File: config.mk
export PLATFORM = sky130hd
export DESIGN_NAME = pc_sequencer
export DESIGN_NICKNAME = d
export VERILOG_FILES = /design/src/rtl/cpu_pkg.sv /design/src/rtl/next_pc_calc.sv /design/src/rtl/pc_sequencer.sv
export SDC_FILE = /design/constraint.sdc
export NUM_CORES = 1
export LEC_CHECK = 0
export CAP_MARGIN = 0
export CORE_ASPECT_RATIO = 1.1
export CORE_MARGIN = 1
export CORE_UTILIZATION = 54
export CTS_BUF_LIST = sky130_fd_sc_hd__clkbuf_4 sky130_fd_sc_hd__clkbuf_8
export DETAILED_ROUTE_END_ITERATION = 10
export PLACE_DENSITY = 0.88
export SLEW_MARGIN = 20
export SYNTH_ARGS = -nofsm -noshare
export SYNTH_HDL_FRONTEND = slang
export SYNTH_HIERARCHICAL = 1
export SYNTH_SLANG_ARGS = --single-unit
File: constraint.sdc
create_clock -name clk -period 4.1 [get_ports clk]
set_input_delay 0.82 -clock clk [delete_from_list [all_inputs] [get_ports clk]]
set_output_delay 0.82 -clock clk [all_outputs]
set_load 0.05 [all_outputs]
File: src/rtl/cpu_pkg.sv
`default_nettype none
// ============================================================================
// Module   : cpu_pkg
// Purpose  : Shared definitions for the 9-bit RISC core.
//            Holds the opcode encodings used for control-flow resolution
//            and the state encoding of the PC sequencer FSM.
// Revision : 1.0 - initial release
// ============================================================================
package cpu_pkg;

  localparam int C_OPCODE_W = 6;

  // Control-flow opcodes; anything not listed is sequential
  localparam logic [C_OPCODE_W-1:0] OP_BEQ   = 6'b001111;
  localparam logic [C_OPCODE_W-1:0] OP_BNEQ  = 6'b010000;
  localparam logic [C_OPCODE_W-1:0] OP_BLZ   = 6'b010001;
  localparam logic [C_OPCODE_W-1:0] OP_JMP   = 6'b001101;
  localparam logic [C_OPCODE_W-1:0] OP_JMPR  = 6'b001110;
  localparam logic [C_OPCODE_W-1:0] OP_JAL   = 6'b011010;
  localparam logic [C_OPCODE_W-1:0] OP_BEQI  = 6'b011011;
  localparam logic [C_OPCODE_W-1:0] OP_BNEQI = 6'b011100;
  localparam logic [C_OPCODE_W-1:0] OP_BLT   = 6'b101000;
  localparam logic [C_OPCODE_W-1:0] OP_BGRT  = 6'b101001;
  localparam logic [C_OPCODE_W-1:0] OP_BLTI  = 6'b101010;
  localparam logic [C_OPCODE_W-1:0] OP_BGRTI = 6'b101011;
  localparam logic [C_OPCODE_W-1:0] OP_HALT  = 6'b111111;

  // Sequencer states
  typedef enum logic [2:0] {
    ST_IDLE   = 3'd0,
    ST_FETCH  = 3'd1,
    ST_DECODE = 3'd2,
    ST_EXEC   = 3'd3,
    ST_UPDATE = 3'd4,
    ST_HALT   = 3'd5
  } state_t;

endpackage : cpu_pkg
`default_nettype wire

File: src/rtl/next_pc_calc.sv
`default_nettype none
// ============================================================================
// Module   : next_pc_calc
// Purpose  : Combinational next-PC and branch-taken resolution.
//            Compare-style branches (beq/beqi/blt/bgrt/blti/bgrti) rely on the
//            ALU having already folded the comparison into the zero flag.
// Ports    : opcode     in  OP_W  instruction opcode
//            zero_q     in  1     zero flag captured in EXEC
//            neg_q      in  1     negative flag captured in EXEC
//            pc         in  PC_W  current PC
//            endereco   in  PC_W  relative offset / absolute target
//            reg_target in  PC_W  register-sourced target (jmpr)
//            next_pc    out PC_W  resolved next PC (mod 2^PC_W)
//            taken      out 1     PC redirected away from pc+1
// Revision : 1.0 - initial release
// ============================================================================
module next_pc_calc
  import cpu_pkg::*;
#(
  parameter int PC_W = 9,
  parameter int OP_W = 6
) (
  input  logic [OP_W-1:0] opcode,
  input  logic            zero_q,
  input  logic            neg_q,
  input  logic [PC_W-1:0] pc,
  input  logic [PC_W-1:0] endereco,
  input  logic [PC_W-1:0] reg_target,
  output logic [PC_W-1:0] next_pc,
  output logic            taken
);

  localparam logic [PC_W-1:0] C_ONE = {{(PC_W-1){1'b0}}, 1'b1};

  logic [PC_W-1:0] w_seq_pc;
  logic [PC_W-1:0] w_rel_pc;

  // Both additions wrap silently at 2^PC_W
  assign w_seq_pc = pc + C_ONE;
  assign w_rel_pc = pc + endereco;

  always_comb begin
    next_pc = w_seq_pc;
    taken   = 1'b0;
    case (opcode)
      OP_BEQ, OP_BEQI, OP_BLT, OP_BGRT, OP_BLTI, OP_BGRTI: begin
        if (zero_q) begin
          next_pc = w_rel_pc;
          taken   = 1'b1;
        end
      end
      OP_BNEQ, OP_BNEQI: begin
        if (!zero_q) begin
          next_pc = w_rel_pc;
          taken   = 1'b1;
        end
      end
      OP_BLZ: begin
        if (neg_q) begin
          next_pc = w_rel_pc;
          taken   = 1'b1;
        end
      end
      OP_JMP, OP_JAL: begin
        next_pc = endereco;
        taken   = 1'b1;
      end
      OP_JMPR: begin
        next_pc = reg_target;
        taken   = 1'b1;
      end
      OP_HALT: begin
        // PC freezes on the HALT instruction itself
        next_pc = pc;
      end
      default: begin
      end
    endcase
  end

endmodule : next_pc_calc
`default_nettype wire

File: src/rtl/pc_sequencer.sv
`default_nettype none
// ============================================================================
// Module   : pc_sequencer
// Purpose  : Multi-cycle program-counter sequencer. Steps each instruction
//            through FETCH/DECODE/EXEC/UPDATE, captures ALU flags at the end
//            of EXEC, and commits the next PC in UPDATE. Owns the PC register.
// Config   : define PC_LINK_EN to add the link-register ports (link_we,
//            link_addr) driven by jal. Without it jal acts as jmp.
// Ports    : clk        in  1     rising-edge clock
//            rst        in  1     synchronous active-high reset
//            run        in  1     start request (IDLE only)
//            stall      in  1     hold EXEC
//            opcode     in  OP_W  opcode, valid from DECODE onward
//            endereco   in  PC_W  branch offset / jump target
//            reg_target in  PC_W  jmpr target
//            zero       in  1     ALU zero flag
//            negativo   in  1     ALU negative flag
//            pc         out PC_W  current PC
//            fetch_en   out 1     instruction-memory read strobe
//            exec_en    out 1     datapath execute enable
//            taken      out 1     redirect pulse in UPDATE
//            halted     out 1     core stopped on HALT
//            link_we    out 1     (PC_LINK_EN) link write strobe
//            link_addr  out PC_W  (PC_LINK_EN) return address pc+1
// Revision : 1.0 - initial release
// ============================================================================
module pc_sequencer
  import cpu_pkg::*;
#(
  parameter int              PC_W     = 9,
  parameter int              OP_W     = 6,
  parameter logic [PC_W-1:0] RESET_PC = '0
) (
  input  logic            clk,
  input  logic            rst,
  input  logic            run,
  input  logic            stall,
  input  logic [OP_W-1:0] opcode,
  input  logic [PC_W-1:0] endereco,
  input  logic [PC_W-1:0] reg_target,
  input  logic            zero,
  input  logic            negativo,
  output logic [PC_W-1:0] pc,
  output logic            fetch_en,
  output logic            exec_en,
  output logic            taken,
`ifdef PC_LINK_EN
  output logic            link_we,
  output logic [PC_W-1:0] link_addr,
`endif
  output logic            halted
);

  state_t          r_state;
  state_t          w_state_nxt;
  logic [PC_W-1:0] r_pc;
  logic            r_zero;
  logic            r_neg;
  logic [PC_W-1:0] w_next_pc;
  logic            w_taken;
  logic            w_exec_done;

  // EXEC completes on the first cycle without stall; flags are captured there
  assign w_exec_done = (r_state == ST_EXEC) && !stall;

  next_pc_calc #(
    .PC_W (PC_W),
    .OP_W (OP_W)
  ) u_next_pc_calc (
    .opcode     (opcode),
    .zero_q     (r_zero),
    .neg_q      (r_neg),
    .pc         (r_pc),
    .endereco   (endereco),
    .reg_target (reg_target),
    .next_pc    (w_next_pc),
    .taken      (w_taken)
  );

  always_ff @(posedge clk) begin
    if (rst) begin
      r_state <= ST_IDLE;
      r_pc    <= RESET_PC;
      r_zero  <= 1'b0;
      r_neg   <= 1'b0;
    end else begin
      r_state <= w_state_nxt;
      if (w_exec_done) begin
        r_zero <= zero;
        r_neg  <= negativo;
      end
      if (r_state == ST_UPDATE) begin
        r_pc <= w_next_pc;
      end
    end
  end

  always_comb begin
    w_state_nxt = r_state;
    case (r_state)
      ST_IDLE:   if (run) w_state_nxt = ST_FETCH;
      ST_FETCH:  w_state_nxt = ST_DECODE;
      ST_DECODE: w_state_nxt = ST_EXEC;
      ST_EXEC:   if (!stall) w_state_nxt = ST_UPDATE;
      ST_UPDATE: w_state_nxt = (opcode == OP_HALT) ? ST_HALT : ST_FETCH;
      ST_HALT:   w_state_nxt = ST_HALT;
      default:   w_state_nxt = ST_IDLE;
    endcase
  end

  assign pc       = r_pc;
  assign fetch_en = (r_state == ST_FETCH);
  assign exec_en  = (r_state == ST_EXEC);
  assign taken    = (r_state == ST_UPDATE) && w_taken;
  assign halted   = (r_state == ST_HALT);

`ifdef PC_LINK_EN
  // Return address is only driven while the strobe is high, zero otherwise
  assign link_we   = (r_state == ST_UPDATE) && (opcode == OP_JAL);
  assign link_addr = link_we ? (r_pc + {{(PC_W-1){1'b0}}, 1'b1}) : '0;
`endif

endmodule : pc_sequencer
`default_nettype wire

==> results.ini <==
[status]
status=completed

[placement]
place_area_mm2=0.00196
gp_congestion=0.850
hpwl_um=3100
port_buffers=42

[synth]
synth_edf_count=0
syn-cell-area_mm2=0.00157
synth-seq-area-share=0.179
ys.flop_type=dfxtp_1
synth_area_leaders=dfxtp_1, ha_1, mux2i_1, a222oi_1, xor2_1
synth_top_cell_area_share=0.179
synthCells=173
synth_cell_type_count=53
avgSynthCellArea_um2=9.06
synth.net_count=213
ys_warn_count=6
ys_seq_elements=14
yosys.area.top_type=dfxtp_1
async_flop_share=0

[sta]
rsz0062_at_grt=no
skew_ps=3.36
timing.hold.ws_ps=567
final.period_utilization=0.901
hold_violations=0
fin_crit_ps=3690
fmax_mhz=271
slew_viol_final=0
relSlewSlack=0.538
worst_slew_pin_slew_ps=690
setup_tns_ps=0
setup_viol=0

[worst_setup_path]
critPathCaptureType=primary output
worstPathArrival_ps=2870
path_max_fanout=13
r2r_cells=9
cp.required_ps=3280
start_kind=input pin
setup.worst_path.class=in -> out

[clock_network]
tritoncts=yes
clk_pin_slew_ps=90
cts_hold_buf=0
cts_sinks=14
ctsResizeCount=0
numCtsBuffers=3
cts_setup_buffers=0
root_buffer=clkbuf_4
cts_max_path_buffers=2
cts.htree.levels=1
insertion_delay_ps=280

[power]
powerDensity_mw_per_mm2=174
vdd_drop_max_uv=128
sw_frac_of_total=0.299
p_clk_frac=0.295
p_int_uw=244
seqPwrFrac=0.417
leakagePower_uw=0.000746
finalPower_uw=348
switchingPower_uw=104
pwr-share-comb=0.288

[floorplanning]
start_util=0.570
ios=43
die-width_um=53.4
die_h_um=58.5
core_area_mm2=0.00275
dieArea_mm2=0.00312
fp-row-count=20

[min_path]
hp-class=reg -> reg
min_path_cells=2

[grt]
antenna_found_initial=0
globalRouteTotalUtil=0.284
grt-ovfl-total=0
grt_pass1_wl_um=6800
grt_pass1_vias=1590
grt_max_degree=15

[cells_and_area]
diodes=0
final_area_mm2=0.00200
drive_gt1_frac=0.113
areaGrowthSynthToFinish_pct=27.5
nets=253

[drt]
vias=1570
wl_per_cell_um=17.3
via_per_inst=6.41
drt-total-wl_um=4230
drcViolationCount=0
first_pass_iters=5
drt_iter0_markers=97
drt.antenna.violating_nets=0

[flow_run]
drv_cap=0

-- per-layer routing --
layer | global-route usage | share of wire | wire, µm | up-vias
met3 | 0.0129 | 0.044 | 186 | 2
met5 | 0 | 0 | 0 | -
li1 | - | - | - | 761
met1 | 0.351 | 0.42 | 1780 | 756
met4 | 0.0789 | 0.0050 | 21 | 0
met2 | 0.520 | 0.53 | 2240 | 51
-- final timing paths --
check | startpoint | to | slack (ps)
min | r_neg | r_neg | 570
min reg2reg | r_neg | r_neg | 570
max reg2reg | pc[0] | pc[8] | 1510
max | opcode[4] | taken | 410
-- final cells by class --
cell class                      count  area (µm²)
Clock buffer                        4        36.3
Sequential cell                    14         280
Inverter                            6        25.0
Fill cell                         216         754
Tap cell                           33        41.3
Multi-Input combinational cell    144        1180
Timing Repair Buffer               44         433
-- metrics by stage --
step | cells | worst slack (ps) | utilization
5_1_grt | 245 | 324 | 0.726
3_3_place_gp | 241 | 474 | 0.713
4_1_cts | 245 | 418 | 0.726
6_report | 245 | 407 | 0.726
3_5_place_dp | 241 | 433 | 0.713
2_1_floorplan | 173 | 1090 | -
-- cell families (layout without fill, tap and decap cells) --
family                     after synthesis  count (layout)  share of synthesized area
and+or+nand+nor                         63              63                      0.269
AOI/OAI and AO/OA                       44              44                      0.241
xor gates and xnor gates                16              16                     0.0894
buffers and inverters                   15              54                     0.0670
DFF                                     14              14                      0.179
muxes                                   11              11                     0.0702
adders and majority gates               10              10                     0.0846
-- worst max-delay path, stage by stage --
cell and delay, ps:
clkdlybuf4s50_1 700, and2b_4 260, a32oi_2 290, o221ai_4 170, or3_1 310, and2_1 140
buf_4 180
-- state kept, by name, summed over array words and instances (netlist names) --
name and count:
r_state 3, pc 9, r_zero 1, r_neg 1
-- synth_stat cells (2+ instances only) --
library cell and count:
a21o_1 3, a21oi_1 6, a221oi_1 2, a222oi_1 9, a31oi_1 2, and2_1 2, and3_1 2, and3b_2 2
and4_1 2, buf_4 2, buf_6 5, dfxtp_1 14, ha_1 9, inv_1 5, mux2i_1 11, nand2_1 6
nand3_1 9, nand4_1 3, nor2_1 17, nor3b_1 3, nor3b_4 2, o211a_1 2, o211ai_1 2, o21ai_0 4
o21bai_1 2, o221ai_1 6, xnor2_1 6, xor2_1 10
-- cells in the final DEF (no fill, tap or decap), drive strengths merged, types with 3 or more instances in the layout --
master and count:
and4 3, buf 3, clkbuf 4, xnor2 6, nor2 18, a21oi 6
dfxtp 14, o21ai 4, nand2 6, ha 9, xor2 10, a21o 3
nor3b 6, o221ai 8, mux2i 11, nand4 3, nand3 10, clkdlybuf4s50 41
inv 6, a222oi 9
-- power groups by stage --
stage | registers (µW) | clock network (µW) | logic (µW)
global route | 146 | 113 | 107
global placement | 147 | 0 | 94.1
detailed placement | 148 | 0 | 98.3
floorplan | 145 | 0 | 60.8
CTS | 145 | 105 | 98.9
finish | 145 | 102 | 100
Note: power is estimated with default switching activity, not from simulation.
==> RTL change 1, RTL diff (same settings) <==
Build with the macro `PC_LINK_EN` defined.
--- a/src/rtl/pc_sequencer.sv
+++ b/src/rtl/pc_sequencer.sv
@@ -26,2 +26,4 @@
 // ============================================================================
+`define PC_LINK_EN
+
 module pc_sequencer
Behaviour (old outputs only; new: link_addr and link_we): unchanged (equiv_simple and equiv_induct, registers matched by name and starting in step).
==> RTL change 1 against the unedited design <==
  * Total power up 0.24%
  * Count of clock-buffer cells in the layout unchanged
  * Sequential share of layout area down 1.7 points
  * Wire length rose by 9.4%
  * Cell area increased by 13%
  * Setup slack better by 12 ps
  * Die area up 12%
  * Synthesized area rose by 12%
  * Sequential cell count stayed put
  * Largest cell class unchanged
==> RTL change 1: results <==
metrics = {
    "timing": {
        "fmax_ghz": 0.272,
        "fin_worst_skew_ps": 9.01,
        "relSlewSlack_pct": 54.0,
        "holdWs_ps": 558,
    },
    "grt": {
        "antenna_found_initial": 0,
        "grt_pass1_vias": 1624,
        "track_usage_pct": 26.8,
        "grt_pass1_wl_mm": 7.34,
    },
    "route": {
        "post_drt_wl_per_cell_um": 16.0,
        "vias": 1835,
        "routed_wl_mm": 4.63,
        "drtIter0Drc": 174,
    },
    "yosys": {
        "synth_cell_type_count": 56,
        "synth_nets": 248,
        "ys.flop_type": "dfxtp_1",
        "synth_common_cells": "nor2_1 (23), dfxtp_1 (14), nand3_1 (13)",
        "syn-instance-count": 207,
        "ys_top_cells_by_area": "dfxtp_1 (16%), ha_1 (7.1%), mux2i_1 (6.3%)",
        "ys_seq_area_share_pct": 16.0,
    },
    "clocking": {
        "htreeDepth": 1,
        "cts_resized": 0,
        "cts_root_buf": "clkbuf_4",
        "clkTransAtPathRegs_ps": 90,
        "cts_setup_buffers": 0,
        "clock_latency_ps": 290,
    },
    "power_and_ir_drop": {
        "max-vdd-ir-drop_mv": 0.190,
        "p_leak_nw": 0.855,
    },
    "outcome": {
        "status": "finished, final reports clean",
    },
    "placement": {
        "place_hpwl_mm": 3.40,
        "gp_congestion": 0.844,
        "pre_cts_ws_ps": 408,
        "dpl_cell_area_um2": 2230,
        "port_buffers": 52,
    },
    "hold_path": {
        "whs_path_depth": 1,
        "hold_class": "flip-flop to flip-flop",
    },
    "critical_path": {
        "reg2reg_depth": 9,
        "reg2reg_setup_slack_ps": 1380,
        "worstPathArrival_ps": 2860,
    },
    "layout": {
        "layout-drive-gt1-share_pct": 14.8,
        "nFillCells": 253,
        "regArea_um2": 280,
        "num-nets-final": 298,
    },
}
## RTL change 1: power breakdown
group / leakage, nW / switching (W) / internal [W]
sequential: 0.113 / 0.00000615 / 0.000139
combinational: 0.720 / 0.0000491 / 0.0000522
clock: 0.0210 / 0.0000481 / 0.0000541
## RTL change 1: worst paths after layout
kind	from	end
min reg2reg	r_state[0]$_SDFFE_PP0P_	r_state[1]$_SDFFE_PP0P_
max	opcode[4]	taken
max reg2reg	pc[0]$_SDFFE_PP0N_	pc[8]$_SDFFE_PP0N_
min	r_state[0]$_SDFFE_PP0P_	r_state[1]$_SDFFE_PP0P_
## RTL change 1: routing by layer
metal | up-vias | wire [um] | GRT usage [%]
met2 | 72 | 2300 | 47.3
li1 | 901 | - | -
met4 | 0 | 46 | 10.1
met5 | - | 0 | 0
met3 | 6 | 297 | 4.97
met1 | 856 | 1990 | 33.3
## RTL change 1: critical path, stage by stage
cell and delay [ps]:
clkdlybuf4s50_1 700, and2b_4 250, a32oi_2 290, o221ai_4 160
or3_1 320, and2_1 140, buf_4 180
## RTL change 1: cells by family (layout without fill, tap and decap cells)
family / count (synthesis) / after routing / synth area share, %
AOI/OAI and AO/OA: 51 / 51 / 23.9
xor gates and xnor gates: 19 / 19 / 9.48
adders and majority gates: 11 / 11 / 8.27
buffers and inverters: 17 / 66 / 6.13
DFF: 14 / 14 / 16.0
muxes: 11 / 11 / 6.27
and+or+nand+nor: 84 / 84 / 30.0
## RTL change 1: cell type report
type                            instances  share of cell area [%]
Multi-Input combinational cell        176                    60.3
Timing Repair Buffer                   54                    22.4
Sequential cell                        14                    12.4
Tap cell                               34                    1.88
Clock buffer                            4                    1.60
Inverter                                8                    1.43
==> RTL change 2, RTL diff (config.mk and constraints unchanged) <==
Without the edit above. Re-encode `state_t` (6 states) as one-hot, 6 bits wide.
--- a/src/rtl/cpu_pkg.sv
+++ b/src/rtl/cpu_pkg.sv
@@ -28,9 +28,9 @@
   // Sequencer states
-  typedef enum logic [2:0] {
-    ST_IDLE   = 3'd0,
-    ST_FETCH  = 3'd1,
-    ST_DECODE = 3'd2,
-    ST_EXEC   = 3'd3,
-    ST_UPDATE = 3'd4,
-    ST_HALT   = 3'd5
+  typedef enum logic [5:0] {
+    ST_IDLE   = 6'b000001,
+    ST_FETCH  = 6'b000010,
+    ST_DECODE = 6'b000100,
+    ST_EXEC   = 6'b001000,
+    ST_UPDATE = 6'b010000,
+    ST_HALT   = 6'b100000
   } state_t;
Formal check against the unedited RTL: same outputs for any inputs over 10 cycles, from zero or initial values and one cycle with rst high; not proved beyond that.
==> RTL change 2 against the unedited design <==
  * Fmax is 0.17% lower
  * Cell area is 7.2% higher
  * Sequential cell count rose by 3
  * Total power increased by 10%
  * Count of clock-buffer cells in the layout unchanged
  * Wire length fell by 0.52%
  * Hold slack got worse by 29 ps
  * Synthesized area increased by 9.4%
  * Synthesized cell count is 16% higher
  * Combinational power is 13% higher
  * Setup slack got worse by 6.3 ps
  * Global-route usage fell by 3.6 points
  * First-iteration DRC count is 4.1% higher
==> RTL change 2: results <==
metrics = {
    "outcome": {
        "status": "finished, final reports clean",
    },
    "yosys": {
        "ys_top_cells_by_area": "dfxtp_1 (20%), ha_1 (6.6%), nand2_1 (5.9%)",
        "ys_seq_area_share_pct": 19.8,
        "postSynthAreaPerCell_um2": 8.58,
        "synth_nets": 240,
        "synth_common_cells": "nand2_1 (27), dfxtp_1 (17), a21oi_1 (15)",
        "synth-async-reset-ratio_pct": 0,
        "synth_cell_type_count": 60,
        "ys.flop_type": "dfxtp_1",
    },
    "route": {
        "dr_wl_met2_mm": 2.09,
        "wl_met1_mm": 1.90,
        "vias": 1739,
        "dr.pass1.iters": 4,
        "dr_wl_met3_um": 189,
        "routed_wl_mm": 4.21,
        "drtIter0Drc": 101,
    },
    "critical_path": {
        "cp_max_fo": 13,
        "rr_startpoint": "pc[0]$_SDFFE_PP0N_",
        "crit_path_top_delay_cell": "clkdlybuf4s50_1",
        "worstPathArrival_ps": 2880,
        "reg2reg_setup_slack_ps": 1540,
    },
    "power_and_ir_drop": {
        "max-vdd-ir-drop_mv": 0.196,
        "p_leak_nw": 0.786,
        "switching_share_pct": 29.2,
    },
    "layout": {
        "largest_register_ffs": 9,
        "num-nets-final": 280,
        "layout-drive-gt1-share_pct": 10.5,
        "layout.cells.non_filler": 273,
    },
    "grt": {
        "track_usage_pct": 24.8,
        "grt_pass1_wl_mm": 6.89,
        "grt_max_degree": 14,
        "grt_pass1_vias": 1566,
    },
    "placement": {
        "port_buffers": 42,
        "gp_congestion": 0.881,
        "dpl_cell_area_um2": 2110,
        "place_hpwl_mm": 3.33,
    },
    "clocking": {
        "clkTransAtPathRegs_ps": 90,
        "clk_path_buf_depth": 2,
        "cts_resized": 0,
        "clock_latency_ps": 280,
    },
    "timing": {
        "fin_worst_skew_ps": 2.01,
        "tightest_slew_ps": 573,
    },
    "hold_path": {
        "hold_class": "flip-flop to flip-flop",
    },
}
## RTL change 2: changes by cell type in the layout (fill, tap and decap cells not counted), sizes merged, moves of 2 or more
cell and change:
nor2 -5, dfxtp +3, nand2 +21, nand3b +2, nor4b +2, a21oi +9, mux2i -9, nor4 +2
## RTL change 2: stage by stage
| stage | worst slack, ps | hold WS (ps) |
|---|---|---|
| detailed placement | 414 | 530 |
| CTS | 415 | 542 |
| global route | 329 | 577 |
| floorplan | 1090 | 503 |
| global placement | 464 | 524 |
| finish | 401 | 539 |
## RTL change 2: kinds of logic (layout without fill, tap and decap cells)
| family | after synthesis | in the layout | share of synthesized area [%] |
|---|---|---|---|
| simple gates | 88 | 88 | 32.5 |
| compound gates | 53 | 53 | 24.7 |
| xor+xnor | 17 | 17 | 8.68 |
| flops | 17 | 17 | 19.8 |
| buf+inv | 13 | 52 | 5.40 |
| fa+ha+maj | 10 | 10 | 7.73 |
| mux | 2 | 2 | 1.17 |
## RTL change 2: area by class of cell
| type | instances | area, um2 |
|---|---|---|
| clock buffers | 4 | 30.0 |
| fillers | 261 | 906 |
| inverters | 5 | 21.3 |
| multi-input cells | 170 | 1280 |
| flip-flops and latches | 17 | 340 |
| well taps | 34 | 42.5 |
| repair buffers | 43 | 425 |
## RTL change 2: power groups by stage
stage | Combinational, W | Sequential [W] | Clock, W
floorplan | 0.0000712 | 0.000179 | 0
global placement | 0.000110 | 0.000180 | 0
detailed placement | 0.000111 | 0.000181 | 0
CTS | 0.000112 | 0.000177 | 0.0000928
global route | 0.000122 | 0.000178 | 0.000101
finish | 0.000113 | 0.000177 | 0.0000932
## RTL change 2: metal layers
metal,GRT usage (%),vias up
met4,6.07,0
met5,0,-
met2,47.2,57
met1,31.2,819
li1,-,857
met3,1.68,6
## RTL change 2: worst min-delay path, cell delays in order (launching register included)
cell and delay [ps]:
dfxtp_1 370, nand2_1 70, a21oi_1 60
## RTL change 2: worst min path at each step
stage / from / endpoint / slack, ps / cells after the start
after global placement: pc[8]$_SDFFE_PP0N_ / pc[8]$_SDFFE_PP0N_ / 520 / 2
after CTS: pc[8]$_SDFFE_PP0N_ / pc[8]$_SDFFE_PP0N_ / 540 / 2
final: pc[8]$_SDFFE_PP0N_ / pc[8]$_SDFFE_PP0N_ / 540 / 2
after detailed placement: pc[8]$_SDFFE_PP0N_ / pc[8]$_SDFFE_PP0N_ / 530 / 2
after global routing: pc[8]$_SDFFE_PP0N_ / pc[8]$_SDFFE_PP0N_ / 580 / 2
after floorplan: r_neg$_SDFFE_PP0P_ / r_neg$_SDFFE_PP0P_ / 500 / 2
